==> src/rtl/pipe_hazard_ctrl.sv <==
// Pipeline hazard/stall controller: load-use bubbles, taken-branch flushes and
// whole-pipe freeze while a multi-cycle data memory access is outstanding.
module pipe_hazard_ctrl #(
    parameter int REG_W    = 5,
    parameter int WAIT_MAX = 16,
    parameter int CNT_W    = 16
) (
    input  logic             clk,
    input  logic             rst,
    input  logic [31:0]      id_instr,
    input  logic             id_uses_rt,
    input  logic             br_taken,
    input  logic             exe_mem_read,
    input  logic [REG_W-1:0] exe_dest,
    input  logic             mem_req,
    input  logic             mem_ready,
    output logic             pc_freeze,
    output logic             ifid_freeze,
    output logic             ifid_flush,
    output logic             idexe_bubble,
    output logic             pipe_freeze,
    output logic             memwb_bubble,
    output logic [CNT_W-1:0] stall_cnt,
    output logic [CNT_W-1:0] flush_cnt,
    output logic             mem_timeout
);

    typedef enum logic {RUN, MEM_WAIT} state_t;

    localparam int WC_W = $clog2(WAIT_MAX + 1);
    localparam logic [WC_W-1:0] WAIT_LIMIT = WC_W'(WAIT_MAX);

    state_t          state, state_nxt;
    logic [WC_W-1:0] wait_cnt, wait_cnt_nxt;
    logic            timeout_set;

    logic [REG_W-1:0] rs, rt;
    logic             mw, lu, wait_expired;
    logic             freeze_all, advance;
    logic             unused_instr_bits;

    assign rs = id_instr[21 +: REG_W];
    assign rt = id_instr[16 +: REG_W];
    assign unused_instr_bits = ^{id_instr[31:26], id_instr[15:0]};

    assign mw = mem_req & ~mem_ready;
    assign lu = exe_mem_read && (exe_dest != '0) &&
                ((exe_dest == rs) || (id_uses_rt && (exe_dest == rt)));
    assign wait_expired = (wait_cnt >= WAIT_LIMIT);

    // NOTE: sequential state uses non-blocking assignments so every register
    // samples pre-edge values regardless of statement order.
    always_ff @(posedge clk or posedge rst) begin
        if (rst) begin
            state       <= RUN;
            wait_cnt    <= '0;
            mem_timeout <= 1'b0;
        end else begin
            state    <= state_nxt;
            wait_cnt <= wait_cnt_nxt;
            if (timeout_set)
                mem_timeout <= 1'b1;
        end
    end

    // NOTE: every combinational output gets a default first so no path can
    // infer a latch.
    always_comb begin
        state_nxt    = state;
        wait_cnt_nxt = wait_cnt;
        timeout_set  = 1'b0;
        unique case (state)
            RUN: begin
                if (mw) begin
                    state_nxt    = MEM_WAIT;
                    wait_cnt_nxt = WC_W'(1);
                end
            end
            MEM_WAIT: begin
                if (mem_ready) begin
                    state_nxt    = RUN;
                    wait_cnt_nxt = '0;
                end else if (!wait_expired) begin
                    wait_cnt_nxt = wait_cnt + WC_W'(1);
                end else begin
                    state_nxt    = RUN;
                    wait_cnt_nxt = '0;
                    timeout_set  = 1'b1;
                end
            end
        endcase
    end

    // Freeze dominates load-use, which dominates the branch flush.
    always_comb begin
        pc_freeze    = 1'b0;
        ifid_freeze  = 1'b0;
        ifid_flush   = 1'b0;
        idexe_bubble = 1'b0;
        pipe_freeze  = 1'b0;
        memwb_bubble = 1'b0;
        freeze_all   = 1'b0;
        advance      = 1'b0;
        unique case (state)
            RUN: begin
                if (mw) freeze_all = 1'b1;
                else    advance    = 1'b1;
            end
            MEM_WAIT: begin
                if (mem_ready)          advance      = 1'b1;
                else if (!wait_expired) freeze_all   = 1'b1;
                else                    memwb_bubble = 1'b1;
            end
        endcase
        if (freeze_all) begin
            pc_freeze    = 1'b1;
            ifid_freeze  = 1'b1;
            pipe_freeze  = 1'b1;
            memwb_bubble = 1'b1;
        end
        if (advance) begin
            if (lu) begin
                pc_freeze    = 1'b1;
                ifid_freeze  = 1'b1;
                idexe_bubble = 1'b1;
            end else if (br_taken) begin
                ifid_flush = 1'b1;
            end
        end
        if (rst) begin
            pc_freeze    = 1'b0;
            ifid_freeze  = 1'b0;
            ifid_flush   = 1'b0;
            idexe_bubble = 1'b0;
            pipe_freeze  = 1'b0;
            memwb_bubble = 1'b0;
        end
    end

    always_ff @(posedge clk or posedge rst) begin
        if (rst) begin
            stall_cnt <= '0;
            flush_cnt <= '0;
        end else begin
            if (pc_freeze && !(&stall_cnt))
                stall_cnt <= stall_cnt + CNT_W'(1);
            if (ifid_flush && !(&flush_cnt))
                flush_cnt <= flush_cnt + CNT_W'(1);
        end
    end

endmodule

==> config.mk <==
export PLATFORM = sky130hd
export DESIGN_NAME = pipe_hazard_ctrl
export DESIGN_NICKNAME = d
export VERILOG_FILES = /design/src/rtl/pipe_hazard_ctrl.sv
export SDC_FILE = /design/constraint.sdc
export NUM_CORES = 1
export LEC_CHECK = 0
export BUFFER_PORTS_ARGS = -buffer_cell sky130_fd_sc_hd__buf_2
export CORE_AREA = 2 2 73 75
export DETAILED_ROUTE_END_ITERATION = 7
export DIE_AREA = 0 0 75 77
export PLACE_DENSITY_LB_ADDON = 0.1
export SLEW_MARGIN = 10
export SYNTH_ARGS = -nofsm -noshare
export SYNTH_HDL_FRONTEND = slang
export SYNTH_SLANG_ARGS = --single-unit
==> constraint.sdc <==
create_clock -name clk -period 3.8 [get_ports clk]
set_input_delay 0.57 -clock clk [delete_from_list [all_inputs] [get_ports clk]]
set_output_delay 0.57 -clock clk [all_outputs]
set_load 0.05 [all_outputs]
==> metrics.txt, run 1 <==
RSZ-0062 raised after global routing false; placed cell count 341; Nets 326; H-Tree Level Count 2; ys flop type dfrtp_1; cell count after synthesis about 210; max-cap viol count 0; RD Place Congestion ~0.79; number of flops mapped to enable cells by yosys 0; Detailed Place HPWL 3420 µm; Worst slew margin 0.606; IO buf count 60; fmax 0.352 GHz; DRC viols 0; Hold Buf Count CTS 0; Layout area overhead 23.4%; worst-margin pin slew 586 ps; largest net degree at the start of global routing 40; Crit. End Element primary output; Starting Density 0.433; Fin Clk Skew between 5 and 6 ps; Seq/Total Area, Yosys 0.453; DR iter-0 viols 33; Worst VDD drop 0.000580 V; Yosys reg bits 39; top post-synthesis cells by area dfrtp_1 45%, xor2_1 8.5%, xnor2_1 6.5%, nand2_1 3.7%, nand3_1 3.0%; cts bufs inserted 5; Comb pwr share 0.319; Hold Crit Class input port to async pin; Leak 0.00135 µW; Post-synth top cells 39 x dfrtp_1, 21 x nand2_1, 21 x xor2_1; Post-CTS Resized 0; post-CTS setup repair buffer count 0; final non-filler cell total 349; post-synth top area cell dfrtp_1; Flop pwr share 0.393; Die Span X around 75 µm; via count roughly 1800; CP Max Fanout 13; share of cells above drive strength 1 0.290; GRT Total Usage 0.170; CTS root buffer clkbuf_8; num rows 26; Post-Syn Area 2150 µm²; Period minus WS final between 2000 and 3000 ps; vias per cell slightly above 5; GRT Residual Overflow 0; CP required 3230 ps; Yosys warning total 0; Yosys top cell area share 0.453; Slew Limit Fails 0; CP Class input port to primary output; asr flop ratio synth 1.00; DIE HEIGHT 77 µm; Worst Path Arrival 2270 ps; TritonCTS clock tree done; ANT nets after route 0; Clock Sinks 39; fin crit share 0.747; antenna cells 0; syn nets 261; status finished clean; DR pass1 iterations 4; Pwr per Cell Area 541 nW/µm²; initial antenna violation count 0; drt wl/cell 13.6 µm; distinct cell type count after synthesis 38; clk buf depth 2; # IOs 83; setup TNS 0 ps; Final setup violation count 0; Die ar. approximately 5800 µm²; Final Hold Viols 0; Power Internal 869 µW; synthesized area per cell 10.1 µm²; worst skew pair latency 290 ps; number of global-route vias before repair 1597; Worst-path clk slew approximately 80 ps; WL final roughly 4700 µm; Clock Power Share 0.287; switching pwr 570 µW; count leader, synth dfrtp_1; crit start category input port; first-pass GRT wire length 7680 µm; CORE AREA around 5000 µm²; Sw Ratio 0.396
final timing paths:
| kind | from | endpoint | slack [ps] | depth (start not counted) |
|---|---|---|---|---|
| worst max-delay path | exe_dest[1] | ifid_flush | 960 | 6 |
| worst min-delay path | rst | mem_timeout$_DFFE_PP0P_ | 460 | 3 |
| worst max register to register | stall_cnt[0]$_DFFE_PP0P_ | stall_cnt[7]$_DFFE_PP0P_ | 1690 | 7 |
| worst min register to register | flush_cnt[4]$_DFFE_PP0P_ | flush_cnt[4]$_DFFE_PP0P_ | 480 | 1 |
| max in group asynchronous | rst | stall_cnt[12]$_DFFE_PP0P_ | 3000 | 3 |
| min in group clk | mem_ready | state$_DFF_PP0_ | 470 | 2 |
power by group through the flow:
stage	clock [µW]	combinational [µW]	sequential [µW]
floorplan	0	139	776
global placement	0	459	573
detailed placement	0	463	573
CTS	422	464	566
global route	438	487	578
finish	413	460	566
placed cells by master, fill, tap and decap left out, types with 2 or more instances in the layout:
cell and count:
ha_1 4, nor4_1 4, mux2_2 5, and4_1 4, xnor2_1 16, bufinv_16 2
nand3_1 13, a21oi_1 2, dfrtp_1 39, and3_1 9, a22o_1 3, clkbuf_8 5
nand4_1 9, nor3_1 7, nand3b_1 2, nand2b_1 4, nor2_1 16, buf_2 60
nor4_2 3, inv_1 8, nand2_1 21, xor2_1 21, o21ai_0 5
logic make-up (layout without fill, tap and decap cells):
group,Yosys count,count (layout),share of synthesized area
compound gates,20,20,0.0686
xor+xnor,37,37,0.150
buf+inv,11,77,0.0250
simple gates,96,96,0.249
fa+ha+maj,4,4,0.0232
mux,6,6,0.0308
flops,39,39,0.453
critical path, cell delays in order:
cell and delay (ps):
buf_2 130, or4_4 530, o21a_1 210, a21o_1 350, inv_1 190, buf_2 280
layout make-up:
type                    count  area (µm²)
fillers                   483        2320
multi-input cells         163        1120
flip-flops and latches     39         976
repair buffers             61         308
well taps                  70        87.6
clock buffers               6        72.6
clock inverters             2        60.1
inverters                   8        30.0
routing by layer:
metal	track usage	routed length [µm]	vias to the layer above
met3	0.0473	316	5
li1	-	-	880
met1	0.241	2220	837
met2	0.254	2140	52
met5	0	0	-
met4	0.0429	48	0
state kept, by name, summed over array words and instances (netlist names):
name,cells
state,1
mem_timeout,1
flush_cnt,16
wait_cnt,5
stall_cnt,16
through the flow:
stage	power, µW	util	setup WS [ps]	hold WS [ps]	cell area (µm²)
floorplan	916	-	477	466	2150
global placement	1030	0.507	950	470	2520
detailed placement	1040	0.507	950	474	2520
CTS	1450	0.534	948	457	2660
global route	1500	0.534	876	467	2660
finish	1440	0.534	962	456	2660
(Power assumes the default switching activity.)
==> run 2: changes to the inputs <==
--- a/config.mk
+++ b/config.mk
@@ -5,10 +5,11 @@
 export SDC_FILE = /design/constraint.sdc
 export NUM_CORES = 1
 export LEC_CHECK = 0
+export ABC_AREA = 1
 export BUFFER_PORTS_ARGS = -buffer_cell sky130_fd_sc_hd__buf_2
-export CORE_AREA = 2 2 73 75
+export CORE_AREA = 2 2 80 82
 export DETAILED_ROUTE_END_ITERATION = 7
-export DIE_AREA = 0 0 75 77
+export DIE_AREA = 0 0 82 84
 export PLACE_DENSITY_LB_ADDON = 0.1
 export SLEW_MARGIN = 10
 export SYNTH_ARGS = -nofsm -noshare
==> constraint.sdc (replaced) <==
create_clock -name clk -period 2.4 [get_ports clk]
set_input_delay 0.36 -clock clk [delete_from_list [all_inputs] [get_ports clk]]
set_output_delay 0.36 -clock clk [all_outputs]
set_load 0.05 [all_outputs]
==> run 2 against run 1 <==
  * Sequential power is 46% higher
  * Clock power is 5.3% higher
  * Largest power group unchanged
  * Final area is 16% higher
  * Utilization is 3.0 points lower
  * Clock skew is 8.0 ps higher
==> metrics.txt, run 2 <==
status finished clean; Leak 0.00165 µW; largest net degree at the start of global routing 40; post-synth top area cell dfrtp_1; Die ar. around 6900 µm²; worst-margin pin slew ~490 ps; critical path, cell by cell o21ai_2, and3_1, a21boi_2, buf_2; worst skew pair latency 290 ps; fin crit share 0.903; Hold Buf Count CTS 0; CORE AREA 6100 µm²; Slew Limit Fails 0; cts bufs inserted 5; Yosys warning total 0; Fin Clk Skew 13.1 ps; RR Endpoint flush_cnt[2]$_DFFE_PP0P_; DR pass1 iterations 4; fmax 0.461 GHz; synthesized area per cell about 6.9 µm²; RD Place Congestion 0.865; drt wl/cell approximately 11 µm; number of global-route vias before repair approximately 2300; post-CTS setup repair buffer count 0; crit start category flip-flop; Nets 488; antenna cells 0; GRT Residual Overflow 0; DIE HEIGHT 84 µm; Hold Crit Class input port to async pin; Clock Sinks 39; first-pass GRT wire length a little under 10000 µm; Crit. End Element primary output; # IOs 83; Worst-path clk slew 80 ps; Pwr per Cell Area about 600 nW/µm²; DR iter-0 viols a little under 70; top flop regs flush_cnt (16), stall_cnt (16), wait_cnt (5); Die Span X 82 µm; share of cells above drive strength 1 0.206; DRC viols 0; ANT nets after route 0; Post-synth top cells 124 x nand2_1, 48 x inv_1, 39 x dfrtp_1; setup TNS 0 ps; clk buf depth 2; Final Util 0.504; Yosys reg bits 39; TritonCTS clock tree done; syn nets ~420; Worst slew margin 0.673; H-Tree Level Count 2; Final setup violation count 0; initial antenna violation count 0; most frequent cells in the layout 124 x nand2_1, 60 x buf_2, 47 x inv_1; Sequential Area 976 µm²; via count 2499; Layout area overhead 17.6%; Multi-input gate area 1360 µm²; R2R cell count 8; num rows 29; number of flops mapped to enable cells by yosys 0; CTS root buffer clkbuf_8; Period minus WS final 2170 ps; reg2reg start flush_cnt[0]$_DFFE_PP0P_; CP Max Fanout 5; Yosys top cell area share 0.374; CP required 2040 ps; delay-heaviest family, CP compound AO/OA/AOI/OAI gates; asr flop ratio synth 1.00; Post-Syn Area 2610 µm²; distinct cell type count after synthesis 29; Worst Path Arrival 1810 ps; WL final 5860 µm; Post-CTS Resized 0; reg2reg setup slack 500 ps; Starting Density 0.429; critical path's largest stage delay 420 ps; commonest non-fill, non-tap cell in the layout nand2_1; count leader, synth nand2_1; Layout fillers between 600 and 700; worst path bufs/invs 1; vias per cell 4.82; slowest cell on the critical path dfrtp_1; max-cap viol count 0; RSZ-0062 raised after global routing false; Detailed Place HPWL 4500 µm; cell count after synthesis 376; Worst VDD drop 0.000492 V; IO buf count 60; CP Class flip-flop to primary output; Final Hold Viols 0; ys flop type dfrtp_1; Seq/Total Area, Yosys 0.374; GRT Total Usage 0.180; top post-synthesis cells by area dfrtp_1 37%, nand2_1 18%, nand3_1 6.9%, inv_1 6.9%, nand4_1 5.3%
## run 2: kinds of logic (layout without fill, tap and decap cells)
family,after synthesis,count (layout),synth area share
AO/OA/AOI/OAI,17,17,0.0383
XOR/XNOR,19,19,0.0637
adder cells (fa/ha/maj),4,4,0.0192
buffers and inverters,64,129,0.106
flip-flops,39,39,0.374
AND/OR/NAND/NOR,233,233,0.399
## run 2: worst min-delay path, stage by stage
cell        delay, ps
buf_2             130
clkinvlp_4         80
buf_4             430
## run 2: power by group
group          internal (µW)  switching, µW  total [µW]  leakage, µW
Combinational            164            432         595      0.00108
Sequential               725            100         826     0.000526
Clock                    204            231         435    0.0000422
## run 2: worst max-delay path by stage
stage,from,to,slack (ps),depth (start not counted)
floorplan,exe_dest[3],idexe_bubble,140,8
global placement,mem_req,ifid_flush,480,5
detailed placement,flush_cnt[0]$_DFFE_PP0P_,flush_cnt[15]$_DFFE_PP0P_,500,8
CTS,state$_DFF_PP0_,ifid_flush,210,4
global route,state$_DFF_PP0_,ifid_flush,150,4
finish,state$_DFF_PP0_,ifid_flush,230,4
## run 2: through the flow
step                setup slack, ps  hold WS, ps  total power, µW  instance area [µm²]  std cells
floorplan                       145          339             1290                 2620        376
global placement                484          444             1420                 2990        510
detailed placement              501          468             1440                 2990        510
CTS                             208          266             1880                 3070        518
global route                    146          300             1980                 3070        518
finish                          232          250             1860                 3070        518
## run 2: routing by layer
metal	global-route usage	vias up	routed length, µm
met1	0.223	1125	2750
met2	0.310	35	2870
met5	0	-	0
met3	0.0379	8	176
met4	0.0500	0	65
li1	-	1331	-
## run 2: layout make-up
| type | instances | share of cell area |
|---|---|---|
| multi-input combinational | 273 | 0.444 |
| sequential | 39 | 0.318 |
| timing repair buffer | 66 | 0.112 |
| inverter | 55 | 0.0684 |
| tap | 77 | 0.0314 |
| clock buffer | 7 | 0.0248 |
| clock inverter | 1 | 0.00163 |
==> run 3: changes to the inputs <==
==> constraint.sdc (replaced) <==
create_clock -name clk -period 2.4 [get_ports clk]
set_input_delay 0.24 -clock clk [delete_from_list [all_inputs] [get_ports clk]]
set_output_delay 0.24 -clock clk [all_outputs]
set_load 0.05 [all_outputs]
==> run 3 against run 2 <==
  * Global-route usage is 1.5 points higher
  * Final area increased by 2.9%
  * Count of clock-buffer cells in the layout shrank 1
  * Final cell count is 0.97% higher
  * Critical path depth increased by 2
  * Clock skew down 3.4 ps
  * Sequential share of layout area down 0.88 points
  * Critical path type is now input port to primary output
  * Power up 12%
  * Routed wire length is 4.5% higher
  * Register-to-register slack improved by 80 ps
  * Non-clock buffer count up 5
  * Largest power group unchanged
==> metrics.txt, run 3 (synthesized netlist as in run 2, its figures left out) <==
hold path depth 4; DIE HEIGHT 84 µm; Die ar. 6890 µm²; CP Max Fanout 7; slowest cell on the critical path dlygate4sd3_1; GRT Residual Overflow 0; clk buf depth 2; H-Tree Level Count 2; routed length on met1 between 2000 and 3000 µm; hold path startpoint mem_ready; Multi-input gate area 1360 µm²; initial antenna violation count 0; Worst slew margin 0.753; Slew Limit Fails 0; vias per cell 4.80; Die Span X 82 µm; # IOs 83; Layout fillers 646; TritonCTS clock tree done; worst-margin pin slew 368 ps; most frequent cells in the layout 124 x nand2_1, 60 x buf_2, 47 x inv_1; hold slack 235 ps; R2R cell count 10; status finished clean; first-pass GRT wire length 10700 µm; DR pass1 iterations 4; critical path's largest stage delay 530 ps; Worst-path clk slew 90 ps; worst path bufs/invs 4; share of cells above drive strength 1 0.213; DR top layer met4; cts bufs inserted 5; Hold Crit Class input port to flip-flop; RD Place Congestion about 0.9; Placement Setup Slack approximately 570 ps; max-cap viol count 0; IO buf count 60; GRT Total Usage 0.196; met3 routed WL 210 µm; Final setup violation count 0; CP Class input port to primary output; worst setup margin 247 ps; crit start category input port; Worst Path Arrival 1910 ps; num rows 29; Period minus WS final 2150 ps; CP required 2160 ps; Hold Path Sink state$_DFF_PP0_; RSZ-0062 raised after global routing false; Sequential Area 976 µm²; antenna cells 0; Post-CTS Resized 0; Worst VDD drop approximately 0.0006 V; setup TNS 0 ps; number of global-route vias before repair about 2500; Leak 0.00170 µW; CTS root buffer clkbuf_8; DR iter-0 viols 58; WL final 6120 µm; Fin Clk Skew between 9 and 10 ps; Routed met2 length ~3000 µm; CORE AREA 6100 µm²; Pwr per Cell Area 660 nW/µm²; critical path, cell by cell dlygate4sd3_1, buf_2, clkinvlp_4, and3_1, a21boi_2, buf_2; Starting Density 0.429; fin crit share 0.897; Clock Sinks 39; worst skew pair latency 300 ps; commonest non-fill, non-tap cell in the layout nand2_1; reg2reg start stall_cnt[0]$_DFFE_PP0P_; Nets 493; top flop regs flush_cnt (16), stall_cnt (16), wait_cnt (5); largest net degree at the start of global routing 27; delay-heaviest family, CP buffers and inverters; Layout area overhead 21.0%; via count 2509; fmax 0.465 GHz; reg2reg setup slack 580 ps; drt wl/cell 11.7 µm; RR Endpoint stall_cnt[7]$_DFFE_PP0P_; CP most frequent cell buf_2; Detailed Place HPWL 4680 µm; Final Hold Viols 0; DRC viols 0; ANT nets after route 0; Crit. End Element primary output
-- run 3: per-layer routing --
layer  vias up  track usage
li1       1329            -
met1      1140        0.241
met2        34        0.335
met3         6       0.0422
met4         0       0.0591
met5         -            0
-- run 3: worst min-delay path, delay by kind of cell --
| kind | cells | cell delay [ps] |
|---|---|---|
| and+or+nand+nor | 3 | 170 |
| buffers and inverters | 1 | 80 |
-- run 3: where the power goes --
| part | internal [µW] | leakage, µW | switching [µW] |
|---|---|---|---|
| registers | 725 | 0.000526 | 98.0 |
| clock network | 416 | 0.0000654 | 245 |
| logic | 168 | 0.00110 | 435 |
-- run 3: how the worst max path moves through the flow --
stage / from / slack [ps] / to / cells past startpoint
2_1_floorplan: rst / 150 / pc_freeze / 4
3_3_place_gp: rst / 570 / ifid_flush / 5
3_5_place_dp: rst / 570 / ifid_flush / 5
4_1_cts: rst / 10 / ifid_flush / 6
5_1_grt: state$_DFF_PP0_ / 170 / ifid_flush / 4
6_report: rst / 250 / ifid_flush / 6
-- run 3: what timing repair did --
item,4_1_cts,5_1_grt
endpoints found under the hold margin,13,0
hold buffers,1,0
setup endpoints to repair,0,1
setup buffers,0,3
-- run 3: per-stage QoR --
step	utilization	std cells	power [µW]	instance area, µm²
global placement	0.491	511	1430	3000
finish	0.518	523	2090	3160
detailed placement	0.491	511	1440	3000
CTS	0.515	520	2110	3140
global route	0.518	523	2210	3160
floorplan	-	376	1290	2620
-- run 3: final cells by class --
cell class                      instances  share of cell area
Clock inverter                          2              0.0190
Sequential cell                        39               0.309
Multi-Input combinational cell        273               0.430
Inverter                               55              0.0665
Clock buffer                            6              0.0230
Tap cell                               77              0.0305
Timing Repair Buffer                   71               0.122
